==> src/rtl/crc5_token_tx.sv <==
// Serial CRC-5 token frame transmitter: 11 message bits MSB first followed by the
// inverted CRC-5 (x^5+x^2+1, seed 5'h1F), with frame strobes and an optional idle gap.
module crc5_token_tx #(
    parameter int GAP = 0
) (
    input  logic        clk,
    input  logic        rst,
    input  logic [10:0] msg,
    input  logic        msg_valid,
    output logic        msg_ready,
    output logic        tx_bit,
    output logic        tx_en,
    output logic        tx_sof,
    output logic        tx_eof
);

    typedef enum logic [1:0] {
        ST_IDLE = 2'd0,
        ST_DATA = 2'd1,
        ST_CRC  = 2'd2,
        ST_GAP  = 2'd3
    } state_t;

    localparam logic [3:0] GAP_LAST = 4'(GAP - 1);
    localparam logic       GAP_ZERO = (GAP == 0);

    function automatic logic [4:0] f_crc5_step(input logic [4:0] crc, input logic d);
        logic fb;
        fb = d ^ crc[4];
        return {crc[3:0], 1'b0} ^ (fb ? 5'b00101 : 5'b00000);
    endfunction

    state_t      r_state;
    state_t      w_state_nx;
    logic [10:0] r_sh;
    logic [4:0]  r_crc;
    logic [3:0]  r_cnt;
    logic [3:0]  r_gcnt;
    logic        w_accept;
    logic        w_last_crc;
    logic [4:0]  w_crc_step;
    logic        w_bit_nx;
    logic        w_en_nx;
    logic        w_sof_nx;
    logic        w_eof_nx;

    // r_crc holds the CRC of the bits already sent; r_sh[10] is the bit on the wire
    assign w_last_crc = (r_state == ST_CRC) && (r_cnt == 4'd4);
    assign msg_ready  = (r_state == ST_IDLE) || (GAP_ZERO && w_last_crc);
    assign w_accept   = msg_valid && msg_ready;
    assign w_crc_step = f_crc5_step(r_crc, r_sh[10]);

    // State register
    always_ff @(posedge clk or negedge rst) begin
        if (!rst) begin
            r_state <= ST_IDLE;
        end else begin
            r_state <= w_state_nx;
        end
    end

    // Next-state logic
    always_comb begin
        w_state_nx = r_state;
        case (r_state)
            ST_IDLE: begin
                if (w_accept) w_state_nx = ST_DATA;
                else          w_state_nx = ST_IDLE;
            end
            ST_DATA: begin
                if (r_cnt == 4'd10) w_state_nx = ST_CRC;
                else                w_state_nx = ST_DATA;
            end
            ST_CRC: begin
                if (!w_last_crc)   w_state_nx = ST_CRC;
                else if (w_accept) w_state_nx = ST_DATA;
                else if (GAP_ZERO) w_state_nx = ST_IDLE;
                else               w_state_nx = ST_GAP;
            end
            ST_GAP: begin
                if (r_gcnt == GAP_LAST) w_state_nx = ST_IDLE;
                else                    w_state_nx = ST_GAP;
            end
            default: w_state_nx = ST_IDLE;
        endcase
    end

    // Output logic: values the serial outputs take after the coming edge
    always_comb begin
        w_bit_nx = 1'b0;
        w_en_nx  = (w_state_nx == ST_DATA) || (w_state_nx == ST_CRC);
        w_sof_nx = w_accept;
        w_eof_nx = (r_state == ST_CRC) && (r_cnt == 4'd3);
        if (w_accept) begin
            w_bit_nx = msg[10];
        end else if (r_state == ST_DATA) begin
            w_bit_nx = (r_cnt == 4'd10) ? ~w_crc_step[4] : r_sh[9];
        end else if ((r_state == ST_CRC) && !w_last_crc) begin
            w_bit_nx = ~r_crc[3];
        end else begin
            w_bit_nx = 1'b0;
        end
    end

    // Registered serial outputs
    always_ff @(posedge clk or negedge rst) begin
        if (!rst) begin
            tx_bit <= 1'b0;
            tx_en  <= 1'b0;
            tx_sof <= 1'b0;
            tx_eof <= 1'b0;
        end else begin
            tx_bit <= w_bit_nx;
            tx_en  <= w_en_nx;
            tx_sof <= w_sof_nx;
            tx_eof <= w_eof_nx;
        end
    end

    // Shift register, CRC and counters; an accept overrides frame progress
    always_ff @(posedge clk or negedge rst) begin
        if (!rst) begin
            r_sh   <= 11'd0;
            r_crc  <= 5'h1F;
            r_cnt  <= 4'd0;
            r_gcnt <= 4'd0;
        end else if (w_accept) begin
            r_sh   <= msg;
            r_crc  <= 5'h1F;
            r_cnt  <= 4'd0;
            r_gcnt <= 4'd0;
        end else if (r_state == ST_DATA) begin
            r_sh   <= {r_sh[9:0], 1'b0};
            r_crc  <= w_crc_step;
            r_cnt  <= (r_cnt == 4'd10) ? 4'd0 : r_cnt + 4'd1;
            r_gcnt <= 4'd0;
        end else if (r_state == ST_CRC) begin
            r_sh   <= r_sh;
            r_crc  <= {r_crc[3:0], 1'b0};
            r_cnt  <= w_last_crc ? 4'd0 : r_cnt + 4'd1;
            r_gcnt <= 4'd0;
        end else if (r_state == ST_GAP) begin
            r_sh   <= r_sh;
            r_crc  <= r_crc;
            r_cnt  <= 4'd0;
            r_gcnt <= (r_gcnt == GAP_LAST) ? 4'd0 : r_gcnt + 4'd1;
        end else begin
            r_sh   <= r_sh;
            r_crc  <= r_crc;
            r_cnt  <= 4'd0;
            r_gcnt <= 4'd0;
        end
    end

endmodule

==> config.mk <==
export PLATFORM = sky130hd
export DESIGN_NAME = crc5_token_tx
export DESIGN_NICKNAME = d
export VERILOG_FILES = /design/src/rtl/crc5_token_tx.sv
export SDC_FILE = /design/constraint.sdc
export NUM_CORES = 1
export LEC_CHECK = 0
export BUFFER_PORTS_ARGS = -buffer_cell sky130_fd_sc_hd__buf_2
export CORE_MARGIN = 8
export CORE_UTILIZATION = 45
export DETAILED_ROUTE_END_ITERATION = 8
export PLACE_DENSITY = 0.67
export SETUP_SLACK_MARGIN = 0.15
export SLEW_MARGIN = 10
export SYNTH_ARGS = -nofsm -noshare
export SYNTH_HDL_FRONTEND = slang
export SYNTH_SLANG_ARGS = --single-unit
==> constraint.sdc <==
create_clock -name clk -period 1.8 [get_ports clk]
set_input_delay 0.27 -clock clk [delete_from_list [all_inputs] [get_ports clk]]
set_output_delay 0.27 -clock clk [all_outputs]
set_load 0.05 [all_outputs]
# --- Word-level counts from Yosys, hierarchy flattened ---
# Cells that the tools add are included.
totals:
  mem_count: 0
  ramBits: 0
  output_inout_bits: 5
  inputBits: 14
  word_cells: 59
  regBits: 30
  latch_bits: 0
  rom_bits: 0
classes:
  bitwise: 4
  reduce_logical: 10
  n_div: 0
  eq_ne: 9
  n_addsub: 2
  n_lt_le_gt_ge: 0
  muxes: 25
  shift: 0
  n_mul: 0
ops:
  columns: ["operator", "n"]
  rows:
  - ["2-to-1 mux 4 bit", 10]
  - ["2-to-1 mux 11 bit", 2]
  - ["2-to-1 mux 5 bit", 3]
  - ["adder 4 x 1 -> 4 bit (second input constant)", 2]
  - ["equality test 4 bit (second input constant)", 2]
  - ["one-hot mux 2 bit (4 select lines)", 1]
  - ["equality test 2 bit (second input constant)", 3]
  - ["2-to-1 mux 2 bit", 3]
  - ["2-to-1 mux 1 bit", 5]
  - ["bitwise XOR 5 x 3 -> 5 bit", 1]
  - ["equality test 2 x 1 -> 1 bit (second input constant)", 2]
  - ["equality test 4 x 2 -> 1 bit (second input constant)", 1]
  - ["equality test 4 x 3 -> 1 bit (second input constant)", 1]
  - ["logical AND 1 bit", 4]
  - ["2-to-1 mux 3 bit", 1]
  - ["nonzero test 3 bit", 1]
  - ["logical NOT 2 bit", 1]
  - ["logical OR 1 bit", 2]
  - ["inverter 1 bit", 2]
  - ["nonzero test 2 bit", 1]
  - ["logical NOT 1 bit", 1]
  - ["bitwise XOR 1 bit", 1]

# --- Logic depth before layout (Yosys ltp) ---
depth:
  ltp_word: 9
  mapped_depth: 7
  ltp_nobuf: 6

# --- Worst setup path after synthesis ---
# OpenSTA, ideal clock, no wires.
synth_timing:
  path_kind: "register -> output"
  startpoint: "register r_cnt[0]"
  endpoint: "output msg_ready"
  arrival_time_ps: 1581
  slack_ps: -51
  required_time_ps: 1530
  path_buffers: 0
  path_stages_with_launch: 5
  path_cell_list: "dfrtp_1 inv_1 ha_1 nand3b_1 a21oi_1"
synth_between:
  elab_chain_len: 3
synth_lines:
  columns: ["item", "line_no", "source"]
  rows:
  - ["start: declaration", "37", "logic [3:0] r_cnt;"]
  - ["start signal: assignment", "135", "r_cnt <= (r_cnt == 4'd10) ? 4'd0 : r_cnt + 4'd1;"]
  - ["start signal: assignment", "140", "r_cnt <= w_last_crc ? 4'd0 : r_cnt + 4'd1;"]
  - ["equality test 4 x 3 -> 1 bit", "48", "assign w_last_crc = (r_state == ST_CRC) && (r_cnt == 4'd4);"]
  - ["logical AND 1 bit", "48", null]
  - ["logical OR 1 bit", "49", "assign msg_ready = (r_state == ST_IDLE) || (GAP_ZERO && w_last_crc);"]
  - ["end: declaration", "10", "output logic msg_ready,"]
# No other way between the ends.

# --- Final worst setup path ---
# Ends and elaborated chain as after synthesis.

==> run metrics <==
CP Capture Type output pin; met3 Usage GRT 4.27%; Post-synth EDFFs 0; DR iter-0 viols 20; Worst slew margin 57.0%; CP dominant cell by count buf_6; sequential-to-total area share from yosys stat 52.7%; Post-Syn Nets 142; clock latency on the worst-skew pair 0.33 ns; vias in the first global route 1,121; kind of path behind the tightest hold check input port to flop; initial core utilization 47.0%; antenna violations before repair 0; share of cells above drive strength 1 39.5%; RSZ-0062 raised after global routing true; required time worst endpoint 1.53 ns; top-area cell type share of the netlist area 43.6%; Placed Instances 186; P_leak 0.000897 µW; Synth area leaders dfrtp_1 44%, dfstp_2 9.1%, a221o_1 7.0%; register bit total from synthesis 30; maxcap violations 0; GR Overflow Total 0; Synth Area per Inst 11.6 µm²; TritonCTS clock tree yes; root buf cell clkbuf_4; startpoint types flop; GR Util met2 20.8%; Setup Skew 0.0113 ns; Final Net Count 179; clock sinks 30; routed len/inst 15.5 µm; via count 1,089; CP Buf/Inv Count 3; area delta synth->final 26.0%; worst-path cell chain inv_2 > ha_4 > nand3b_1 > buf_6 > a21oi_2 > buf_6; largest net degree at the start of global routing 31; synthesized instance count 124; ys async rst share 100%; Netlist Area Pre-Place 1440 µm²; Placer Congestion 0.841; Worst path top cell family by delay flip-flops; Final ANT Viol Nets 0; Slowest cell on crit path dfrtp_1; Pins Over Slew Limit 0; Main synth FF type dfrtp_1; Top Usage Layer GRT met2; clock edge transition at the registers on the reported setup and hold paths 0.10 ns; count of different cell masters after synthesis 34; final worst-path cycle share 97.3%; count of buffers from port buffering 18; clock period minus worst slack 1.75 ns; I/O pins 19; WL final 3.20 mm; die area 5260 µm²; Crit Path Max Fanout 2; Core Util, Final 59.3%; status finished clean; HPWL after detailed placement 2.01 mm; most frequent cell after synthesis dfrtp_1; crit path DAT 1.48 ns; vias per std cell 5.29; Synth Warn # 0; area leader, netlist dfrtp_1; final hold violations 0; Least-Margin Pin Slew 0.646 ns; maximum buffer depth of the clock tree 2; Die Height 72.5 µm; DIE WIDTH 72.5 µm; Critical Setup Path Class flop to output pin; Overall Power 2970 µW; non-filler cells, final 206; DRT Pass-1 Iters 6; # diodes 0; Cell Area, Placed 1600 µm²; TritonCTS Buffers 5; power per cell area 1640 nW/µm²; fin area 1810 µm²; final setup fails 0; Max IR drop VDD 0.831 mV; GR Util met1 15.2%; CORE AREA 3050 µm²; H-tree levels 2; GRT Total Usage 13.5%; Max stage delay on crit path 0.41 ns; synth cell count leaders 25 x dfrtp_1, 11 x and2_1, 10 x a221o_1, 8 x nor2_1; Hold WS 0.167 ns; DRC Markers 0; FMAX 0.571 GHz; site row count 20; global-route wire length before repair 5.36 mm
per-stage QoR:
step	TNS, ns	worst slack [ns]
finish	0	0.0488
global route	-0.0186	-0.0186
CTS	0	0.0286
detailed placement	0	0.0256
global placement	0	0.120
floorplan	0	0.149
flip-flops by register name, indices dropped and copies added, names as in the netlist:
register / count
tx_sof: 1
r_state: 2
tx_bit: 1
tx_en: 1
tx_eof: 1
r_crc: 5
r_sh: 11
r_cnt: 4
r_gcnt: 4
cell type report:
cell class                 instances  area, µm²
tap                               44       55.1
timing repair buffer              35        243
fill                             263       1240
clock buffer                       6       51.3
multi-input combinational         85        674
sequential                        30        757
clock inverter                     2       12.5
inverter                           4       17.5
where the power goes:
group	total, µW	switching (µW)	internal [µW]
Sequential	1140	182	958
Combinational	1400	686	713
Clock	427	240	188
Total	2970	1110	1860
logic make-up after synthesis:
logic type / share of synthesized area [%]
multiplexers: 5.23
flip-flops: 52.7
AND/OR/NAND/NOR: 18.3
adder cells (fa/ha/maj): 3.48
AO/OA/AOI/OAI: 13.1
buffers and inverters: 3.57
XOR/XNOR: 3.66
path summary, 6_finish.rpt:
path	startpoint	to	slack, ns	cells past startpoint
min reg2reg	r_gcnt[0]	r_gcnt[0]	0.47	1
max	r_cnt[0]	msg_ready	0.05	6
max reg2reg	r_cnt[0]	r_sh[8]	0.08	7
min in group asynchronous	rst	r_cnt[2]	0.49	2
max in group asynchronous	rst	r_sh[6]	0.88	2
min	msg[9]	r_sh[9]	0.17	2
layout by cell type, fill, tap and decap left out, types with 2 or more instances in the layout:
| master | count |
|---|---|
| ha_1 | 3 |
| mux2i_1 | 3 |
| nor2_1 | 8 |
| xor2_1 | 4 |
| nand3_1 | 5 |
| and2_1 | 11 |
| mux2_2 | 2 |
| clkbuf_4 | 5 |
| a221o_1 | 10 |
| xnor2_1 | 2 |
| buf_2 | 17 |
| buf_6 | 2 |
| nand3b_1 | 2 |
| nand2_1 | 5 |
| buf_4 | 14 |
| nand2b_1 | 2 |
| inv_2 | 2 |
| a21oi_1 | 3 |
| dfrtp_1 | 25 |
| dfstp_2 | 5 |
| mux2_4 | 2 |
| and3_1 | 3 |
| nor2b_1 | 4 |
metal layers:
layer | vias up | part of all wire (%)
li1 | 513 | -
met1 | 534 | 42
met2 | 32 | 49
met3 | 10 | 4.8
met4 | 0 | 3.4
met5 | - | 0
timing repair:
item | in CTS | in global routing
cloned | 1 | 0
resized for setup | 9 | 3
setup buffers | 7 | 3
setup endpoints to repair | 14 | 13
endpoints found under the hold margin | 25 | 0
pin swaps | 4 | 2
hold buffers | 1 | 0
Power figures use the tool's default switching activity.
